## config.mk

```make
export PLATFORM = sky130hd
export DESIGN_NAME = exception_controller_flat
export DESIGN_NICKNAME = d
export VERILOG_FILES = /design/src/rtl/exception_controller_pkg.sv /design/src/rtl/exception_controller_if.sv /design/src/rtl/exception_controller.sv /design/src/flat_wrapper.sv
export SDC_FILE = /design/constraint.sdc
export NUM_CORES = 1
export LEC_CHECK = 0
export BUFFER_PORTS_ARGS = -buffer_cell sky130_fd_sc_hd__buf_2
export CELL_PAD_IN_SITES_DETAIL_PLACEMENT = 1
export CELL_PAD_IN_SITES_GLOBAL_PLACEMENT = 1
export CORE_MARGIN = 4
export CORE_UTILIZATION = 34
export DETAILED_ROUTE_END_ITERATION = 8
export PLACE_DENSITY_LB_ADDON = 0.3
export SKIP_CTS_REPAIR_TIMING = 1
export SLEW_MARGIN = 20
export SYNTH_ARGS = -nofsm -noshare
export SYNTH_HDL_FRONTEND = slang
export SYNTH_SLANG_ARGS = --single-unit
export TNS_END_PERCENT = 30
```

## constraint.sdc

```tcl
create_clock -name clk -period 5.4 [get_ports clk]
set_input_delay 0.54 -clock clk [delete_from_list [all_inputs] [get_ports clk]]
set_output_delay 0.54 -clock clk [all_outputs]
set_load 0.005 [all_outputs]
```

## src/rtl/exception_controller_pkg.sv

```systemverilog
// Shared defines for the exception controller: states, exception vector bits, instr_type/opcode codes.
// DOUBLE_FAULT_HALT_EN adds the HALT state used for double-fault handling.
package exception_controller_pkg;

  localparam logic [31:0] HANDLER_PC_DEFAULT = 32'h0000_2000;

  localparam int EXC_PRIV_BIT = 2;
  localparam int EXC_ITLB_BIT = 1;
  localparam int EXC_DTLB_BIT = 0;

  localparam logic [2:0] INSTR_TYPE_ALU    = 3'd0;
  localparam logic [2:0] INSTR_TYPE_LOAD   = 3'd1;
  localparam logic [2:0] INSTR_TYPE_STORE  = 3'd2;
  localparam logic [2:0] INSTR_TYPE_BRANCH = 3'd3;
  localparam logic [2:0] INSTR_TYPE_MOVRM  = 3'd4;
  localparam logic [2:0] INSTR_TYPE_IRET   = 3'd5;

  localparam logic [5:0] OPCODE_MOVRM = 6'h3c;
  localparam logic [5:0] OPCODE_IRET  = 6'h3d;

  typedef enum logic [2:0] {
    ST_USER   = 3'd0,
    ST_ENTER  = 3'd1,
    ST_SUPER  = 3'd2,
    ST_RETURN = 3'd3
`ifdef DOUBLE_FAULT_HALT_EN
    , ST_HALT = 3'd4
`endif
  } exc_state_e;

endpackage

```

## src/rtl/exception_controller_if.sv

```systemverilog
// Commit-side inputs and privilege/redirect outputs of the exception controller.
interface exception_controller_if #(parameter int WORD_SIZE = 32);
  logic                 in_commit_valid;
  logic [WORD_SIZE-1:0] in_commit_pc;
  logic [2:0]           in_commit_instr_type;
  logic [2:0]           in_commit_exception_vector;
  logic [WORD_SIZE-1:0] in_commit_fault_addr;
  logic                 out_supervisor_mode;
  logic                 out_flush;
  logic                 out_redirect_valid;
  logic [WORD_SIZE-1:0] out_redirect_pc;
  logic [WORD_SIZE-1:0] out_rm0;
  logic [WORD_SIZE-1:0] out_rm1;
  logic [WORD_SIZE-1:0] out_rm2;
  logic                 out_halted;

  modport master (
    output in_commit_valid, in_commit_pc, in_commit_instr_type,
           in_commit_exception_vector, in_commit_fault_addr,
    input  out_supervisor_mode, out_flush, out_redirect_valid, out_redirect_pc,
           out_rm0, out_rm1, out_rm2, out_halted
  );

  modport slave (
    input  in_commit_valid, in_commit_pc, in_commit_instr_type,
           in_commit_exception_vector, in_commit_fault_addr,
    output out_supervisor_mode, out_flush, out_redirect_valid, out_redirect_pc,
           out_rm0, out_rm1, out_rm2, out_halted
  );
endinterface

```

## src/rtl/exception_controller.sv

```systemverilog
// Privilege/exception sequencer: traps committed exceptions to HANDLER_PC and returns on IRET.
// DOUBLE_FAULT_HALT_EN: an exception committed in supervisor mode halts the core until reset.
module exception_controller
  import exception_controller_pkg::*;
#(
  parameter int                   WORD_SIZE  = 32,
  parameter logic [WORD_SIZE-1:0] HANDLER_PC = WORD_SIZE'(HANDLER_PC_DEFAULT)
) (
  input logic                    clk,
  input logic                    reset,
  exception_controller_if.slave  bus
);

  exc_state_e           state_q, state_d;
  logic [WORD_SIZE-1:0] rm0_q, rm0_d;
  logic [WORD_SIZE-1:0] rm1_q, rm1_d;
  logic [WORD_SIZE-1:0] rm2_q, rm2_d;

  logic commit_exc;
  logic commit_iret;

  assign commit_exc  = bus.in_commit_valid && (bus.in_commit_exception_vector != 3'b000);
  assign commit_iret = bus.in_commit_valid && (bus.in_commit_instr_type == INSTR_TYPE_IRET);

  always_ff @(posedge clk or posedge reset) begin
    if (reset) begin
      state_q <= ST_USER;
      rm0_q   <= '0;
      rm1_q   <= '0;
      rm2_q   <= '0;
    end else begin
      state_q <= state_d;
      rm0_q   <= rm0_d;
      rm1_q   <= rm1_d;
      rm2_q   <= rm2_d;
    end
  end

  always_comb begin
    state_d = state_q;
    rm0_d   = rm0_q;
    rm1_d   = rm1_q;
    rm2_d   = rm2_q;
    case (state_q)
      ST_USER: begin
        // The rm registers are written only on trap entry so handler MOVRM reads stay stable.
        if (commit_exc) begin
          state_d    = ST_ENTER;
          rm0_d      = bus.in_commit_pc;
          rm1_d      = bus.in_commit_exception_vector[EXC_DTLB_BIT] ?
                       bus.in_commit_fault_addr : bus.in_commit_pc;
          rm2_d      = '0;
          rm2_d[2:0] = bus.in_commit_exception_vector;
        end
      end
      ST_ENTER:  state_d = ST_SUPER;
      ST_SUPER: begin
`ifdef DOUBLE_FAULT_HALT_EN
        if (commit_exc) begin
          state_d = ST_HALT;
        end else
`endif
        if (commit_iret) begin
          state_d = ST_RETURN;
        end
      end
      ST_RETURN: state_d = ST_USER;
`ifdef DOUBLE_FAULT_HALT_EN
      ST_HALT:   state_d = ST_HALT;
`endif
      default:   state_d = ST_USER;
    endcase
  end

  logic                 halted;
  logic                 supervisor;
  logic                 flush;
  logic                 redirect_valid;
  logic [WORD_SIZE-1:0] redirect_pc;

  always_comb begin
    supervisor     = 1'b0;
    flush          = 1'b0;
    redirect_valid = 1'b0;
    redirect_pc    = '0;
    halted         = 1'b0;
    case (state_q)
      ST_ENTER: begin
        supervisor     = 1'b1;
        flush          = 1'b1;
        redirect_valid = 1'b1;
        redirect_pc    = HANDLER_PC;
      end
      ST_SUPER:  supervisor = 1'b1;
      ST_RETURN: begin
        supervisor     = 1'b1;
        flush          = 1'b1;
        redirect_valid = 1'b1;
        redirect_pc    = rm0_q;
      end
`ifdef DOUBLE_FAULT_HALT_EN
      ST_HALT: begin
        supervisor = 1'b1;
        flush      = 1'b1;
        halted     = 1'b1;
      end
`endif
      default: ;
    endcase
  end

  assign bus.out_supervisor_mode = supervisor;
  assign bus.out_flush           = flush;
  assign bus.out_redirect_valid  = redirect_valid;
  assign bus.out_redirect_pc     = redirect_pc;
  assign bus.out_rm0             = rm0_q;
  assign bus.out_rm1             = rm1_q;
  assign bus.out_rm2             = rm2_q;
  assign bus.out_halted          = halted;

endmodule

```

## src/flat_wrapper.sv

```systemverilog
// flat-port wrapper written by rule: the top's interface ports become plain ports
module exception_controller_flat import exception_controller_pkg::*;
#(
  parameter int                   WORD_SIZE  = 32,
  parameter logic [WORD_SIZE-1:0] HANDLER_PC = WORD_SIZE'(HANDLER_PC_DEFAULT)
)
  (clk, reset, bus_in_commit_valid, bus_in_commit_pc, bus_in_commit_instr_type, bus_in_commit_exception_vector, bus_in_commit_fault_addr, bus_out_supervisor_mode, bus_out_flush, bus_out_redirect_valid, bus_out_redirect_pc, bus_out_rm0, bus_out_rm1, bus_out_rm2, bus_out_halted);
  exception_controller_if #(.WORD_SIZE(WORD_SIZE)) bus_i ();
  input logic clk;
  input logic reset;
  input wire logic [$bits(bus_i.in_commit_valid)-1:0] bus_in_commit_valid;
  input wire logic [$bits(bus_i.in_commit_pc)-1:0] bus_in_commit_pc;
  input wire logic [$bits(bus_i.in_commit_instr_type)-1:0] bus_in_commit_instr_type;
  input wire logic [$bits(bus_i.in_commit_exception_vector)-1:0] bus_in_commit_exception_vector;
  input wire logic [$bits(bus_i.in_commit_fault_addr)-1:0] bus_in_commit_fault_addr;
  output wire logic [$bits(bus_i.out_supervisor_mode)-1:0] bus_out_supervisor_mode;
  output wire logic [$bits(bus_i.out_flush)-1:0] bus_out_flush;
  output wire logic [$bits(bus_i.out_redirect_valid)-1:0] bus_out_redirect_valid;
  output wire logic [$bits(bus_i.out_redirect_pc)-1:0] bus_out_redirect_pc;
  output wire logic [$bits(bus_i.out_rm0)-1:0] bus_out_rm0;
  output wire logic [$bits(bus_i.out_rm1)-1:0] bus_out_rm1;
  output wire logic [$bits(bus_i.out_rm2)-1:0] bus_out_rm2;
  output wire logic [$bits(bus_i.out_halted)-1:0] bus_out_halted;
  assign bus_i.in_commit_valid = bus_in_commit_valid;
  assign bus_i.in_commit_pc = bus_in_commit_pc;
  assign bus_i.in_commit_instr_type = bus_in_commit_instr_type;
  assign bus_i.in_commit_exception_vector = bus_in_commit_exception_vector;
  assign bus_i.in_commit_fault_addr = bus_in_commit_fault_addr;
  assign bus_out_supervisor_mode = bus_i.out_supervisor_mode;
  assign bus_out_flush = bus_i.out_flush;
  assign bus_out_redirect_valid = bus_i.out_redirect_valid;
  assign bus_out_redirect_pc = bus_i.out_redirect_pc;
  assign bus_out_rm0 = bus_i.out_rm0;
  assign bus_out_rm1 = bus_i.out_rm1;
  assign bus_out_rm2 = bus_i.out_rm2;
  assign bus_out_halted = bus_i.out_halted;
  exception_controller #(.WORD_SIZE(WORD_SIZE), .HANDLER_PC(HANDLER_PC)) u_core (.clk(clk), .reset(reset), .bus(bus_i));
endmodule
```

==> impl_metrics.json <==
{
  "dieArea_um2": 11700,
  "die_h_um": 108,
  "ys_ff_latch": 69,
  "routed_wl_um": 9430,
  "htree_levels": 3,
  "max_freq_mhz": 457,
  "diodes": 0,
  "power_frac_seq_pct": 41.2,
  "netlist_area_um2": 3420,
  "hold_path.class": "in2reg",
  "setup-tns-final_ps": 0,
  "antenna_found_initial": 1,
  "final_cell_mix": "buf_2 (174), dfrtp_1 (69), mux2_2 (36), mux2i_1 (33), nand2_1 (32)",
  "dp_hpwl_um": 7080,
  "worstSetupEndpoint": "bus_out_redirect_pc[19]",
  "timing.final.crit_period_ps": 2190,
  "rows": 36,
  "setup_viol": 0,
  "cts_tree": "built",
  "wl_per_cell_um": 15.5,
  "initialDrtViolationCount": 50,
  "synth_cells": 299,
  "worstSetupStartpointType": "flip-flop",
  "cap_viol_max_count": 0,
  "rsz0062_at_grt": "false",
  "utilization_pct": 45.6,
  "cp_slowest_cell": "ha_2",
  "cp-end-kind": "primary output",
  "crit_required_ps": 4860,
  "setup_ws_ps": 3210,
  "num_io_pins": 205,
  "grt.total_usage_pct": 16.1,
  "power_switching_share_pct": 35.1,
  "grt_max_degree": 70,
  "nets": 548,
  "cts.sinks": 69,
  "drt_first_pass_iters": 3,
  "layout_commonest_cell": "buf_2",
  "worstPathMaxFanout": 33,
  "clockBufferDepth": 2,
  "clock-root-buffer": "clkbuf_8",
  "syn_avg_cell_area_um2": 11.4,
  "p_leak_nw": 2.45,
  "drtAntennaViolNets": 0,
  "outcome": "finished, final reports clean",
  "drc_errors": 0,
  "dieWidth_um": 108,
  "cts_buffers": 9,
  "coreArea_um2": 9770,
  "r2r-start": "u_core.state_q[0]$_DFFE_PP0P_",
  "slew_viol_final": 0,
  "fin_skew_ps": 11.0,
  "cp_cell_sequence": "ha_2 -> and2_1 -> buf_2",
  "dr_total_vias": 2690,
  "pre_cts_ws_ps": 3010,
  "grt_pass1_vias": 2944,
  "r2r_end": "u_core.bus.out_rm0[15]$_DFFE_PP0P_",
  "grt_pass1_wl_um": 14700,
  "ys_warn_count": 0,
  "crit_type": "reg2out",
  "clk_latency_ps": 340,
  "pwr-share-clk_pct": 17.0,
  "comb_power_share_pct": 41.8,
  "drive_gt1_share_pct": 49.2,
  "place.gp.congestion": 0.723,
  "p_switching_w": 0.000788,
  "fin_crit_sh_pct": 40.6,
  "startpoint": "u_core.state_q[0]$_DFFE_PP0P_",
  "worstMarginPinSlew_ps": 905,
  "p_per_area_nw_per_um2": 504,
  "peakVddDrop_mv": 0.197,
  "arrival_ps": 1650,
  "yosysSeqAreaShare_pct": 50.5,
  "overflow": 0,
  "start_util_pct": 35.0,
  "clkSlewWorstSetupHoldPaths_ps": 80,
  "timing.slew.headroom_pct": 39.6,
  "synthDistinctLibCells": 20,
  "internal-power_w": 0.00146,
  "reg2reg_slack_ps": 3480,
  "syn_to_final_growth_pct": 30.3,
  "vias_per_cell": 4.43,
  "r2r_cells": 5,
  "portBuffers": 174,
  "cpPeakStageDelay_ps": 560,
  "final-hold-violation-count": 0
}
[worst max-delay path: cells and delay by family (launching register included)]
kind                     cells  cell delay, ps
adder cells (fa/ha/maj)      1             560
buffers and inverters        1             110
flip-flops                   1             420
AND/OR/NAND/NOR              1             220
[per-stage QoR]
step,total power (W),std cells,cell area (um^2),hold WS (ps)
after floorplan,0.00143,328,3530,471
after detailed placement,0.00190,591,4280,464
after CTS,0.00230,607,4460,420
after global placement,0.00186,591,4280,456
after global routing,0.00244,607,4460,431
final,0.00225,607,4460,440
[how the worst min path moves through the flow]
| stage | cells past startpoint | startpoint | end | slack [ps] |
|---|---|---|---|---|
| after global routing | 2 | bus_in_commit_pc[28] | u_core.bus.out_rm0[28]$_DFFE_PP0P_ | 430 |
| final | 2 | bus_in_commit_pc[21] | u_core.bus.out_rm0[21]$_DFFE_PP0P_ | 440 |
| after floorplan | 2 | u_core.bus.out_rm1[0]$_DFFE_PP0P_ | u_core.bus.out_rm1[0]$_DFFE_PP0P_ | 470 |
| after CTS | 2 | bus_in_commit_pc[21] | u_core.bus.out_rm0[21]$_DFFE_PP0P_ | 420 |
| after detailed placement | 2 | u_core.bus.out_rm1[21]$_DFFE_PP0P_ | u_core.bus.out_rm1[21]$_DFFE_PP0P_ | 460 |
| after global placement | 2 | u_core.bus.out_rm1[22]$_DFFE_PP0P_ | u_core.bus.out_rm1[22]$_DFFE_PP0P_ | 460 |
[synthesized netlist by cell type]
cell type	count	area, um^2
nand2_1	32	120
ha_1	6	75.1
inv_1	4	15.0
mux2_2	36	405
buf_4	36	270
nand4b_1	1	8.76
or2_2	1	6.26
a22oi_1	1	7.51
dfrtp_1	69	1730
o21ai_0	30	150
mux2i_1	33	330
o21bai_1	1	7.51
o21ai_1	2	10.0
clkbuf_1	9	33.8
buf_2	3	15.0
o31ai_1	1	7.51
a21o_1	1	7.51
o311ai_4	1	26.3
conb_1	1	3.75
and2_1	31	194
[layout make-up]
class | instances | area, um^2
timing repair buffer | 178 | 901
tap | 133 | 166
inverter | 4 | 15.0
clock buffer | 12 | 155
sequential | 69 | 1730
fill | 1153 | 5320
multi-input combinational | 207 | 1470
clock inverter | 4 | 22.5
[per-layer routing]
layer	up-vias	GRT usage, %	wire [um]
met1	1271	18.1	3660
met4	2	5.41	93
met5	-	0	13
li1	1281	-	-
met2	125	27.6	4610
met3	11	6.69	1050
[power groups by stage]
stage | sequential (W) | clock (W) | combinational [W]
floorplan | 0.000938 | 0 | 0.000492
global placement | 0.000925 | 0 | 0.000931
detailed placement | 0.000939 | 0 | 0.000963
CTS | 0.000931 | 0.000401 | 0.000965
global route | 0.000970 | 0.000418 | 0.00106
finish | 0.000926 | 0.000382 | 0.000940
[registers in the layout, indices dropped and copies added, names as in the netlist]
register	cells
u_core.bus.out_rm2	3
u_core.state_q	2
u_core.bus.out_rm0	32
u_core.bus.out_rm1	32
[cells by family after synthesis]
logic type                 synth area share [%]
muxes                                      21.5
DFF                                        50.5
and+or+nand+nor                            9.62
buffers and inverters                      9.77
AOI/OAI and AO/OA                          6.33
adders and majority gates                  2.19
other                                     0.110
No activity file was read; power rests on OpenSTA's default activity.
